`config.mk`:
```
export PLATFORM = sky130hd
export DESIGN_NAME = riscv_wb
export DESIGN_NICKNAME = d
export VERILOG_FILES = /design/src/rtl/riscv_pkg.sv /design/src/rtl/riscv_load_align.sv /design/src/rtl/riscv_wb.sv
export SDC_FILE = /design/constraint.sdc
export NUM_CORES = 1
export LEC_CHECK = 0
export BUFFER_PORTS_ARGS = -buffer_cell sky130_fd_sc_hd__buf_4
export CAP_MARGIN = 20
export CORE_MARGIN = 3
export CORE_UTILIZATION = 40
export DETAILED_ROUTE_END_ITERATION = 10
export HOLD_SLACK_MARGIN = 0.03
export PLACE_DENSITY = 0.68
export SYNTH_ARGS = -nofsm -noshare
export SYNTH_HDL_FRONTEND = slang
export SYNTH_SLANG_ARGS = --single-unit
```
`constraint.sdc`:
```
create_clock -name clk_i -period 2.5 [get_ports clk_i]
set_clock_uncertainty 0.15 [all_clocks]
set_input_delay 0.125 -clock clk_i [delete_from_list [all_inputs] [get_ports clk_i]]
set_output_delay 0.125 -clock clk_i [all_outputs]
set_load 0.05 [all_outputs]
```
`src/rtl/riscv_pkg.sv`:
```
// Shared types and constants for the RISC-V write-back stage.
package riscv_pkg;

  localparam int WORD_SIZE  = 32;
  localparam int REG_ADDR_W = 5;

  typedef enum logic [2:0] {
    LB  = 3'd0,
    LH  = 3'd1,
    LW  = 3'd2,
    LBU = 3'd4,
    LHU = 3'd5
  } load_funct3_e;

  typedef enum logic {
    IDLE       = 1'b0,
    WAIT_RDATA = 1'b1
  } wb_state_e;

endpackage

```
`src/rtl/riscv_load_align.sv`:
```
// Combinational load-data aligner: picks the byte/halfword lane, extends it,
// and flags misaligned accesses and unknown load encodings.
module riscv_load_align
  import riscv_pkg::*;
(
  input  logic [WORD_SIZE-1:0] rdata,
  input  logic [2:0]           funct3,
  input  logic [1:0]           addr,
  output logic [WORD_SIZE-1:0] data,
  output logic                 fault
);

  logic [7:0]  byte_val;
  logic [15:0] half_val;

  always_comb begin
    byte_val = rdata[7:0];
    case (addr)
      2'd0: byte_val = rdata[7:0];
      2'd1: byte_val = rdata[15:8];
      2'd2: byte_val = rdata[23:16];
      2'd3: byte_val = rdata[31:24];
      default: byte_val = rdata[7:0];
    endcase
    half_val = addr[1] ? rdata[31:16] : rdata[15:0];
  end

  always_comb begin
    data  = '0;
    fault = 1'b0;
    case (funct3)
      LB:  data = {{24{byte_val[7]}}, byte_val};
      LBU: data = {24'd0, byte_val};
      LH: begin
        data  = {{16{half_val[15]}}, half_val};
        fault = addr[0];
      end
      LHU: begin
        data  = {16'd0, half_val};
        fault = addr[0];
      end
      LW: begin
        data  = rdata;
        fault = (addr != 2'd0);
      end
      default: fault = 1'b1;
    endcase
  end

endmodule

```
`src/rtl/riscv_wb.sv`:
```
// Write-back stage: registers the RF write for ALU results and aligned loads,
// stalling while a late load response is outstanding. RISCV_WB_INSTRET_EN adds instret_o.
module riscv_wb
  import riscv_pkg::*;
(
  input  logic                  clk_i,
  input  logic                  rst_ni,
  input  logic                  valid_i,
  output logic                  ready_o,
  input  logic                  flush_i,
  input  logic [WORD_SIZE-1:0]  alu_out_i,
  input  logic                  is_load_i,
  input  logic [2:0]            funct3_i,
  input  logic                  reg_write_i,
  input  logic [REG_ADDR_W-1:0] rd_addr_i,
  input  logic [WORD_SIZE-1:0]  mem_rdata_i,
  input  logic                  mem_rvalid_i,
  output logic                  rf_we_o,
  output logic [REG_ADDR_W-1:0] rf_waddr_o,
  output logic [WORD_SIZE-1:0]  rf_wdata_o,
  output logic                  load_fault_o
`ifdef RISCV_WB_INSTRET_EN
  ,
  output logic [63:0]           instret_o
`endif
);

  wb_state_e state, next_state;

  logic [REG_ADDR_W-1:0] pend_rd;
  logic                  pend_rw;
  logic [2:0]            pend_f3;
  logic [1:0]            pend_addr;

  logic                  accept;
  logic                  capture;
  logic                  retire_alu;
  logic                  retire_load;
  logic [2:0]            align_f3;
  logic [1:0]            align_addr;
  logic [WORD_SIZE-1:0]  align_data;
  logic                  align_fault;
  logic [REG_ADDR_W-1:0] wr_rd;
  logic                  wr_rw;
  logic                  wr_fire;

  assign ready_o = (state == IDLE);
  assign accept  = valid_i & ready_o & ~flush_i;

  always_ff @(posedge clk_i) begin
    if (!rst_ni) state <= IDLE;
    else         state <= next_state;
  end

  // While waiting, the aligner and write target come from the latched load.
  always_comb begin
    next_state  = state;
    capture     = 1'b0;
    retire_alu  = 1'b0;
    retire_load = 1'b0;
    align_f3    = funct3_i;
    align_addr  = alu_out_i[1:0];
    wr_rd       = rd_addr_i;
    wr_rw       = reg_write_i;
    case (state)
      IDLE: begin
        if (accept) begin
          if (!is_load_i) begin
            retire_alu = 1'b1;
          end else if (mem_rvalid_i) begin
            retire_load = 1'b1;
          end else begin
            capture    = 1'b1;
            next_state = WAIT_RDATA;
          end
        end
      end
      WAIT_RDATA: begin
        align_f3   = pend_f3;
        align_addr = pend_addr;
        wr_rd      = pend_rd;
        wr_rw      = pend_rw;
        if (mem_rvalid_i) begin
          retire_load = 1'b1;
          next_state  = IDLE;
        end
      end
      default: next_state = IDLE;
    endcase
  end

  riscv_load_align u_align (
    .rdata  (mem_rdata_i),
    .funct3 (align_f3),
    .addr   (align_addr),
    .data   (align_data),
    .fault  (align_fault)
  );

  assign wr_fire = (retire_alu | (retire_load & ~align_fault)) & wr_rw & (wr_rd != '0);

  always_ff @(posedge clk_i) begin
    if (!rst_ni) begin
      pend_rd   <= '0;
      pend_rw   <= 1'b0;
      pend_f3   <= '0;
      pend_addr <= '0;
    end else if (capture) begin
      pend_rd   <= rd_addr_i;
      pend_rw   <= reg_write_i;
      pend_f3   <= funct3_i;
      pend_addr <= alu_out_i[1:0];
    end
  end

  // Address and data only move on a real write so forwarding sees stable values.
  always_ff @(posedge clk_i) begin
    if (!rst_ni) begin
      rf_we_o      <= 1'b0;
      rf_waddr_o   <= '0;
      rf_wdata_o   <= '0;
      load_fault_o <= 1'b0;
    end else begin
      rf_we_o      <= wr_fire;
      load_fault_o <= retire_load & align_fault;
      if (wr_fire) begin
        rf_waddr_o <= wr_rd;
        rf_wdata_o <= retire_alu ? alu_out_i : align_data;
      end
    end
  end

`ifdef RISCV_WB_INSTRET_EN
  always_ff @(posedge clk_i) begin
    if (!rst_ni)                        instret_o <= '0;
    else if (retire_alu | retire_load) instret_o <= instret_o + 64'd1;
  end
`endif

endmodule

```
==> results of run 1 <==
path summary, 6_finish.rpt:
path | slack [ps] | startpoint | to | cells past startpoint
setup reg to reg | 200 | state | rf_wdata_o[24] | 7
hold / removal | 110 | mem_rdata_i[5] | rf_wdata_o[5] | 4
hold reg to reg | 350 | rf_waddr_o[0] | rf_waddr_o[0] | 2
setup / recovery | 200 | state | rf_wdata_o[24] | 7
through the flow:
step                      utilization [%]  hold WS [ps]  power (uW)  setup slack (ps)
after global routing                 62.1           128        2140              13.9
final                                62.1           108        2050               203
after global placement               54.9           177        1430               140
after CTS                            62.1           102        2050              64.0
after floorplan                         -          47.4        1220               126
after detailed placement             54.9           174        1430              76.4
layout make-up:
type	instances	share of cell area, %
Tap cell	99	2.72
Sequential cell	51	22.5
Clock inverter	1	0.660
Timing Repair Buffer	173	31.7
Inverter	3	0.247
Multi-Input combinational cell	272	40.6
Clock buffer	6	1.59
flip-flops by register name (all words and copies together) (netlist names):
signal	count
rf_we_o	1
rf_waddr_o	5
pend_rw	1
rf_wdata_o	32
pend_f3	3
load_fault_o	1
pend_rd	5
pend_addr	2
state	1
where the power goes:
group / switching, uW / internal (uW)
combinational: 327 / 287
clock: 278 / 294
sequential: 20.7 / 843
per-layer routing:
metal	wire [um]	global-route usage (%)	up-vias	part of all wire, %
met1	4380	30.8	1572	42
met2	4790	36.8	183	46
met4	268	7.69	0	2.6
li1	-	-	1671	-
met3	893	4.10	27	8.6
met5	0	0	-	0
repair_timing:
action,in CTS,in global routing
endpoints found under the setup margin,0,36
resized for setup,0,3
hold buffers,42,0
endpoints found under the hold margin,42,0
critical path, stage by stage, from the launching register on:
cell	delay, ps
dfxtp_4	390
buf_4	150
mux2i_4	210
and2_1	260
o311ai_4	580
a31oi_1	190
a21oi_1	180
a21oi_1	80
cells in the mapped netlist (all sizes together) (4+ instances only):
library cell / n / area share (%)
a21oi: 47 / 7.7
a222oi: 5 / 1.6
a22o: 9 / 2.6
a2bb2oi: 5 / 1.4
a31oi: 26 / 5.3
buf: 18 / 4.3
clkbuf: 13 / 1.6
dfxtp: 51 / 33
mux2i: 20 / 7.4
mux4: 5 / 3.7
nand2: 34 / 4.2
nand3: 4 / 0.65
nor2: 7 / 1.2
nor2b: 14 / 2.9
nor3: 5 / 0.82
o211a: 4 / 1.3
o21ai: 43 / 7.0
kinds of logic after synthesis:
logic type	synth area share, %
buf+inv	6.30
simple gates	15.0
compound gates	33.5
mux	11.8
flops	33.4
==> results.sh, run 1 <==
export IMPL_rsz0062_at_grt="false"
export IMPL_max_cap_viol_count=0
export IMPL_cts_tree="done"
export IMPL_via_count=3453
export IMPL_stdcell_count=605
export IMPL_relSlewSlack_pct=30.8
export IMPL_drive_above_1_share_pct=30.6
export IMPL_grt_max_degree=51
export IMPL_syn_inst=357
export IMPL_dp_final_hpwl_um=7070
export IMPL_gp_congestion=0.931
export IMPL_cts_num_sinks=51
export IMPL_seq_area_frac_synth_pct=33.4
export IMPL_vdd_ir_drop_max_uv=248
export IMPL_crit_type="reg -> reg"
export IMPL_min_path_type="in -> reg"
export IMPL_htreeDepth=2
export IMPL_gr_total_overflow=0
export IMPL_grt_use_total_pct=22.9
export IMPL_final_common_cell="buf_4"
export IMPL_power_leakage_uw=0.00192
export IMPL_syn_area_per_cell_sq_um=8.57
export IMPL_ys_warn_count=0
export IMPL_n_antenna_cell=0
export IMPL_synth_ff_latch_count=51
export IMPL_worstPathRequired_ps=2550
export IMPL_std_cell_rows=31
export IMPL_start_util_pct=41.7
export IMPL_core_sq_um=7330
export IMPL_cts_buffers=5
export IMPL_p_per_area_nw_per_um2=450
export IMPL_arrival_ps=2350
export IMPL_multiInputGateArea_sq_um=1850
export IMPL_firstDrtPassIters=5
export IMPL_fin_area_sq_um=4550
export IMPL_final_cell_mix="128 x buf_4, 50 x dfxtp_1, 47 x a21oi_1, 42 x dlygate4sd3_1, 34 x nand2_1"
export IMPL_cts_buffer_depth=2
export IMPL_placed_area_sq_um=4030
export IMPL_slew_viol_final=0
export IMPL_regArea_sq_um=1020
export IMPL_synth_edff_count=0
export IMPL_wl_per_cell_um=17.1
export IMPL_io_pins=119
export IMPL_antenna_found_initial=0
export IMPL_synth_area_sq_um=3060
export IMPL_status="completed"
export IMPL_finalCritPeriodShare_pct=91.9
export IMPL_ant_nets=0
export IMPL_die_area_sq_um=8740
export IMPL_drcViolationCount=0
export IMPL_path_clk_slew_ps=100
export IMPL_critPathMaxFanout=17
export IMPL_cts_root_buf="clkbuf_8"
export IMPL_fp_dieH_um=93.5
export IMPL_num_nets_final=585
export IMPL_drt_iter0_drc=372
export IMPL_place_inst=556
export IMPL_tightest_slew_ps=1020
export IMPL_start_kind="flip-flop"
export IMPL_hold_viol=0
export IMPL_synthFlopType="dfxtp_1"
export IMPL_wl_um=10300
export IMPL_period_minus_slack_ps=2300
export IMPL_grt_pass1_wl_um=16000
export IMPL_port_buffers=118
export IMPL_clock_latency_ps=310
export IMPL_grt_pass1_vias=3192
export IMPL_synth_cell_types=54
export IMPL_worstSetupEndpointType="flip-flop"
export IMPL_setup_tns_ps=0
export IMPL_syn2layout_area_growth_pct=48.8
export IMPL_viasPerCell=5.71
export IMPL_fill_cells=617
export IMPL_post_cts_buffers=0
export IMPL_synthesis_nets=436
export IMPL_fmax_mhz=435
export IMPL_die_x_um=93.5
export IMPL_setup_viol=0
export IMPL_synthArstFlopShare_pct=0
Note: power is estimated with default switching activity, not from simulation.
==> run 2: changes to the inputs <==
--- a/config.mk
+++ b/config.mk
@@ -5,13 +5,14 @@
 export SDC_FILE = /design/constraint.sdc
 export NUM_CORES = 1
 export LEC_CHECK = 0
-export BUFFER_PORTS_ARGS = -buffer_cell sky130_fd_sc_hd__buf_4
+export ABC_AREA = 1
 export CAP_MARGIN = 20
 export CORE_MARGIN = 3
 export CORE_UTILIZATION = 40
 export DETAILED_ROUTE_END_ITERATION = 10
+export DONT_BUFFER_PORTS = 1
 export HOLD_SLACK_MARGIN = 0.03
-export PLACE_DENSITY = 0.68
+export PLACE_DENSITY_LB_ADDON = 0.1
 export SYNTH_ARGS = -nofsm -noshare
 export SYNTH_HDL_FRONTEND = slang
 export SYNTH_SLANG_ARGS = --single-unit
==> run 2 against run 1 <==
Against the previous run:
- routed wire length up 13%
- setup slack better by 69 ps
- area after synthesis up 24%
- clock power up 5.8%
- core utilization down 12 points
- final cell count up 45%
- total power up 0.19%
- critical path type unchanged
- largest cell class unchanged
- clock-buffer cell count down 1
- global-route usage down 1.2 points
- hold slack worse by 52 ps
- highest routed layer unchanged
==> results.sh, run 2 <==
export IMPL_status="completed"
export IMPL_syn_area_per_cell_sq_um=5.30
export IMPL_cts_buffer_depth=2
export IMPL_std_cell_rows=34
export IMPL_final_cell_mix="303 x nand2_1, 103 x inv_1, 93 x nor2_1, 58 x nand3_1, 51 x dfxtp_1"
export IMPL_cts_num_sinks=51
export IMPL_num_nets_final=829
export IMPL_muxShareOfSynthArea_pct=0.263
export IMPL_synth_compound_area_share_pct=4.34
export IMPL_reg2reg_to="rf_wdata_o[30]"
export IMPL_die_area_sq_um=10700
export IMPL_cts_root_buf="clkbuf_8"
export IMPL_final_common_cell="nand2_1"
export IMPL_synth_edff_count=0
export IMPL_start_util_pct=42.4
export IMPL_ant_nets=0
export IMPL_synth_top_family_by_area="simple AND/OR/NAND/NOR gates"
export IMPL_gp_congestion=0.955
export IMPL_setup_ws_ps=272
export IMPL_slew_viol_final=0
export IMPL_grt_use_total_pct=21.7
export IMPL_synth_most_common_cell="nand2_1"
export IMPL_period_minus_slack_ps=2230
export IMPL_power_leakage_uw=0.00260
export IMPL_p_int_uw=1330
export IMPL_post_cts_buffers=0
export IMPL_rrSetupSlack_ps=270
export IMPL_crit_type="reg -> reg"
export IMPL_arrival_ps=2330
export IMPL_ys_warn_count=0
export IMPL_fp_dieH_um=104
export IMPL_grt_pass1_vias=4103
export IMPL_hold_end="rf_waddr_o[1]"
export IMPL_cts_buffers=5
export IMPL_wl_per_cell_um=13.3
export IMPL_synth_ff_latch_count=51
export IMPL_wl_um=11700
export IMPL_worstRegToRegCells=12
export IMPL_regMostFlops="rf_wdata_o"
export IMPL_firstDrtPassIters=5
export IMPL_min_delay_start="rd_addr_i[1]"
export IMPL_syn2layout_area_growth_pct=18.4
export IMPL_vdd_ir_drop_max_uv=330
export IMPL_gr_total_overflow=0
export IMPL_seq_area_frac_synth_pct=26.9
export IMPL_fmax_mhz=449
export IMPL_dp_final_hpwl_um=8560
export IMPL_core_sq_um=8980
export IMPL_power_frac_comb_pct=23.4
export IMPL_max_cap_viol_count=0
export IMPL_critPathMaxFanout=25
export IMPL_grt_pass1_wl_um=19600
export IMPL_port_buffers=0
export IMPL_whs_ps=56.2
export IMPL_net_switching_power_uw=721
export IMPL_die_x_um=104
export IMPL_rsz0062_at_grt="false"
export IMPL_via_count=4181
export IMPL_p_per_area_nw_per_um2=456
export IMPL_largest_register_ffs=32
export IMPL_antenna_found_initial=0
export IMPL_synth_simple_area_share_pct=52.3
export IMPL_hold_path_depth=4
export IMPL_drcViolationCount=0
export IMPL_dp_slack_ps=186
export IMPL_start_kind="flip-flop"
export IMPL_drt_iter0_drc=199
export IMPL_synth_xor_area_share_pct=0
export IMPL_yosys_area_top_type="nand2_1"
export IMPL_grt_max_degree=51
export IMPL_synth_top_cells_by_area="nand2_1 30%, dfxtp_1 27%, inv_1 10%"
export IMPL_n_antenna_cell=0
export IMPL_synth_commonest_cells="303 x nand2_1, 103 x inv_1, 94 x nor2_1"
export IMPL_clkPwrFrac_pct=29.4
export IMPL_relSlewSlack_pct=61.6
export IMPL_path_clk_slew_ps=100
export IMPL_crit_start="state"
export IMPL_synthArstFlopShare_pct=0
export IMPL_top_regs="rf_wdata_o x32, pend_rd x5, rf_waddr_o x5"
export IMPL_viasPerCell=4.77
export IMPL_setup_tns_ps=0
export IMPL_cts_tree="done"
export IMPL_worstPathRequired_ps=2610
export IMPL_synth_cell_types=26
export IMPL_worstSetupEndpointType="flip-flop"
export IMPL_netlist_area_leader_share_pct=29.9
export IMPL_io_pins=119
export IMPL_worstReg2RegStart="state"
export IMPL_hold_viol=0
export IMPL_htreeDepth=2
export IMPL_synthAdderAreaFrac_pct=0
export IMPL_drive_above_1_share_pct=6.92
export IMPL_p_sw_share_pct=35.1
export IMPL_finalCritPeriodShare_pct=89.1
export IMPL_seq_power_share_pct=47.2
export IMPL_min_path_type="in -> reg"
export IMPL_setup_viol=0
export IMPL_synth_area_sq_um=3800
export IMPL_clock_latency_ps=310
export IMPL_synthesis_nets=797
export IMPL_tightest_slew_ps=575
export IMPL_syn_inst=718
export IMPL_synthFlopType="dfxtp_1"
run 2: cell count changes in the layout (fill, tap and decap cells not counted), sizes merged, moves of 8 or more:
cell   previous run  this run
nand3             4        60
buf             131        15
a21oi            47        15
nor2b            14         0
a31oi            26         0
a22o              9         0
mux2i            20         1
nor2              7        97
o21ai            43        18
nand2            34       311
nand4             2        10
inv               3       117
run 2: routing by layer:
| layer | vias up | track usage, % | part of all wire, % |
|---|---|---|---|
| met1 | 1858 | 25.6 | 42 |
| met2 | 116 | 39.8 | 50 |
| met3 | 17 | 4.79 | 5.9 |
| met5 | - | 0 | 0 |
| li1 | 2190 | - | - |
| met4 | 0 | 5.60 | 1.8 |
run 2: area by class of cell:
| type | instances | area, sq um |
|---|---|---|
| clock buffers | 5 | 68.8 |
| clock inverters | 3 | 46.3 |
| fillers | 1004 | 4470 |
| inverters | 116 | 435 |
| multi-input cells | 515 | 2180 |
| flip-flops and latches | 51 | 1020 |
| well taps | 126 | 158 |
| repair buffers | 61 | 598 |
run 2: metrics by stage:
step	utilization [%]	instances	total power [uW]	cell area [sq um]
3_3_place_gp	43.4	822	1390	3900
6_report	50.2	877	2050	4500
3_5_place_dp	43.4	822	1390	3900
5_1_grt	50.2	877	2170	4500
2_1_floorplan	-	718	1310	3800
4_1_cts	50.1	877	2070	4500
run 2: cells by family after synthesis:
family                 after synthesis
muxes                                1
DFF                                 51
and+or+nand+nor                    481
AOI/OAI and AO/OA                   33
buffers and inverters              152
run 2: power groups by stage:
stage / Combinational [uW] / Clock [uW] / Sequential [uW]
floorplan: 331 / 0 / 979
global placement: 398 / 0 / 988
detailed placement: 400 / 0 / 989
CTS: 479 / 619 / 969
global route: 551 / 649 / 973
finish: 480 / 605 / 969
run 2: worst max path at each step:
stage | cells past startpoint | end
floorplan | 14 | rf_wdata_o[25]
global placement | 12 | rf_wdata_o[30]
detailed placement | 12 | rf_wdata_o[30]
CTS | 12 | rf_wdata_o[30]
global route | 12 | rf_wdata_o[15]
finish | 12 | rf_wdata_o[30]
run 2: what timing repair did:
item,4_1_cts,5_1_grt
hold buffers,47,0
hold endpoints to repair,51,0
endpoints found under the setup margin,0,19
resized for setup,0,1
run 2: worst max-delay path, stage by stage (launching register included):
cell,delay (ps)
dfxtp_1,380
buf_4,200
nand2_1,80
nand2_2,90
buf_4,280
nand3_1,120
nand3_1,160
nand3_4,240
nand2_1,150
nand2_1,80
nand2_1,80
nor2_1,40
nor2_1,110
==> run 3: changes to the inputs <==
--- a/config.mk
+++ b/config.mk
@@ -7,12 +7,12 @@
 export LEC_CHECK = 0
 export ABC_AREA = 1
 export CAP_MARGIN = 20
-export CORE_MARGIN = 3
+export CORE_MARGIN = 2
 export CORE_UTILIZATION = 40
 export DETAILED_ROUTE_END_ITERATION = 10
 export DONT_BUFFER_PORTS = 1
 export HOLD_SLACK_MARGIN = 0.03
-export PLACE_DENSITY_LB_ADDON = 0.1
+export PLACE_DENSITY = 0.62
 export SYNTH_ARGS = -nofsm -noshare
 export SYNTH_HDL_FRONTEND = slang
 export SYNTH_SLANG_ARGS = --single-unit
==> run 3 against run 2 <==
Against the previous run:
- non-clock buffer count down 5
- maximum frequency about the same
- via count up 0.26%
- sequential share of layout area increased by 0.26 points
- critical path depth grew 1
- sequential power about the same
- clock power down 6.6%
- final cell count shrank 0.34%
- combinational power down 0.8%
- global-route usage grew 1.2 points
- total power down 2.1%
- first-iteration DRC count is 18% lower
- critical path type unchanged
- critical endpoint is now rf_wdata_o[28]
==> results.sh, run 3 (same netlist as run 2, synthesis figures left out) <==
export IMPL_wl_met3_um=786
export IMPL_dp_final_hpwl_um=8610
export IMPL_cts_num_sinks=51
export IMPL_arrival_ps=2320
export IMPL_viasPerCell=4.80
export IMPL_status="completed"
export IMPL_std_cell_rows=35
export IMPL_regMostFlops="rf_wdata_o"
export IMPL_num_nets_final=824
export IMPL_top_layer="met4"
export IMPL_wl_per_cell_um=13.3
export IMPL_setup_viol=0
export IMPL_setup_tns_ps=0
export IMPL_rsz0062_at_grt="false"
export IMPL_fmax_mhz=449
export IMPL_cp_common_cell="nand2_1"
export IMPL_placed_area_sq_um=3880
export IMPL_path_clk_slew_ps=100
export IMPL_gr_total_overflow=0
export IMPL_cts_tree="done"
export IMPL_final_cell_mix="303 x nand2_1, 103 x inv_1, 93 x nor2_1, 58 x nand3_1, 50 x dfxtp_1"
export IMPL_regArea_sq_um=1020
export IMPL_syn2layout_area_growth_pct=17.2
export IMPL_drt_iter0_drc=164
export IMPL_worstPathRequired_ps=2590
export IMPL_ant_nets=0
export IMPL_worstReg2RegStart="state"
export IMPL_max_stage_delay_ps=460
export IMPL_cts_buffers=5
export IMPL_min_delay_start="mem_rvalid_i"
export IMPL_tightest_slew_ps=571
export IMPL_grt_pass1_wl_um=19000
export IMPL_wl_um=11600
export IMPL_die_area_sq_um=10300
export IMPL_power_leakage_uw=0.00257
export IMPL_gp_congestion=0.991
export IMPL_worstRegToRegCells=13
export IMPL_via_count=4192
export IMPL_grt_use_total_pct=22.9
export IMPL_critPathMaxFanout=25
export IMPL_fill_cells=1040
export IMPL_final_common_cell="nand2_1"
export IMPL_reg2reg_to="rf_wdata_o[28]"
export IMPL_hold_path_depth=3
export IMPL_drive_above_1_share_pct=6.58
export IMPL_top_regs="rf_wdata_o x32, pend_rd x5, rf_waddr_o x5"
export IMPL_fin_area_sq_um=4460
export IMPL_grt_pass1_vias=4117
export IMPL_cts_root_buf="clkbuf_8"
export IMPL_met2WireLength_um=5640
export IMPL_min_path_type="in -> reg"
export IMPL_cts_buffer_depth=2
export IMPL_hold_viol=0
export IMPL_p_int_uw=1320
export IMPL_postLayoutCoreUtil_pct=48.2
export IMPL_rrSetupSlack_ps=270
export IMPL_path_cells="inv_2 > nand2_1 > nand2_2 > nor2_4 > nand2_1 > nand2_1 > nand3_1 > nand2_2 > nand3_4 > buf_4 > nand2_1 > nand2_1 > nor2_1"
export IMPL_power_frac_comb_pct=23.7
export IMPL_die_x_um=102
export IMPL_hold_end="pend_rd[2]"
export IMPL_cp_slowest_cell="dfxtp_2"
export IMPL_start_kind="flip-flop"
export IMPL_n_antenna_cell=0
export IMPL_htreeDepth=2
export IMPL_post_cts_buffers=0
export IMPL_period_minus_slack_ps=2230
export IMPL_clkPwrFrac_pct=28.1
export IMPL_fp_dieH_um=102
export IMPL_crit_type="reg -> reg"
export IMPL_firstDrtPassIters=7
export IMPL_p_per_area_nw_per_um2=451
export IMPL_start_util_pct=41.2
export IMPL_drt_met1_wl_um=4830
export IMPL_seq_power_share_pct=48.2
export IMPL_worstSetupEndpointType="flip-flop"
export IMPL_finalCritPeriodShare_pct=89.0
export IMPL_grt_max_degree=51
export IMPL_relSlewSlack_pct=61.9
export IMPL_io_pins=119
export IMPL_port_buffers=0
export IMPL_drcViolationCount=0
export IMPL_net_switching_power_uw=691
export IMPL_core_sq_um=9240
export IMPL_largest_register_ffs=32
export IMPL_slew_viol_final=0
export IMPL_multiInputGateArea_sq_um=2180
export IMPL_max_cap_viol_count=0
export IMPL_clock_latency_ps=300
export IMPL_vdd_ir_drop_max_uv=278
export IMPL_antenna_found_initial=0
export IMPL_p_sw_share_pct=34.4
==> run 3: cell count changes in the layout (fill, tap and decap cells not counted), sizes merged <==
cell,delta
dlygate4sd3,-2
buf,-3
inv,-1
==> run 3: final cells by class <==
class                           count  area share, %
Inverter                          116           9.77
Clock buffer                        5           1.54
Timing Repair Buffer               56           12.5
Clock inverter                      2          0.842
Multi-Input combinational cell    515           48.8
Sequential cell                    51           22.9
Tap cell                          129           3.62
==> run 3: metrics by stage <==
step	total power [uW]	instances	hold WS (ps)	setup WS (ps)
after floorplan	1310	718	110	629
after CTS	2020	874	40.4	122
after global routing	2140	874	62.5	51.2
after detailed placement	1390	822	103	126
final	2010	874	53.5	274
after global placement	1380	822	99.2	206
==> run 3: metal layers <==
layer,global-route usage [%],vias to the layer above
met2,41.0,150
met1,26.4,1829
met5,0,-
li1,-,2184
met3,5.04,29
met4,8.52,0
==> run 3: worst max-delay path, delay by kind of cell, from the launching register on <==
kind,cells,cell delay (ps)
buf+inv,2,340
flops,1,460
simple gates,11,1230
==> run 3: power groups by stage <==
stage / registers [uW] / clock network, uW / logic [uW]
2_1_floorplan: 979 / 0 / 331
3_3_place_gp: 988 / 0 / 396
3_5_place_dp: 988 / 0 / 399
4_1_cts: 969 / 581 / 475
5_1_grt: 974 / 624 / 546
6_report: 969 / 565 / 476
==> run 3: repair_timing <==
action / in CTS / in global routing
hold buffers: 45 / 0
hold endpoints to repair: 51 / 0
endpoints found under the setup margin: 0 / 33
resized for setup: 0 / 2
==> run 3: worst max-delay path by stage <==
stage | startpoint | endpoint | cells past startpoint | slack [ps]
floorplan | state | rf_wdata_o[25] | 14 | 630
global placement | state | rf_wdata_o[27] | 12 | 210
detailed placement | state | rf_wdata_o[30] | 12 | 130
CTS | state | rf_wdata_o[30] | 12 | 120
global route | state | rf_wdata_o[31] | 13 | 50
finish | state | rf_wdata_o[28] | 13 | 270
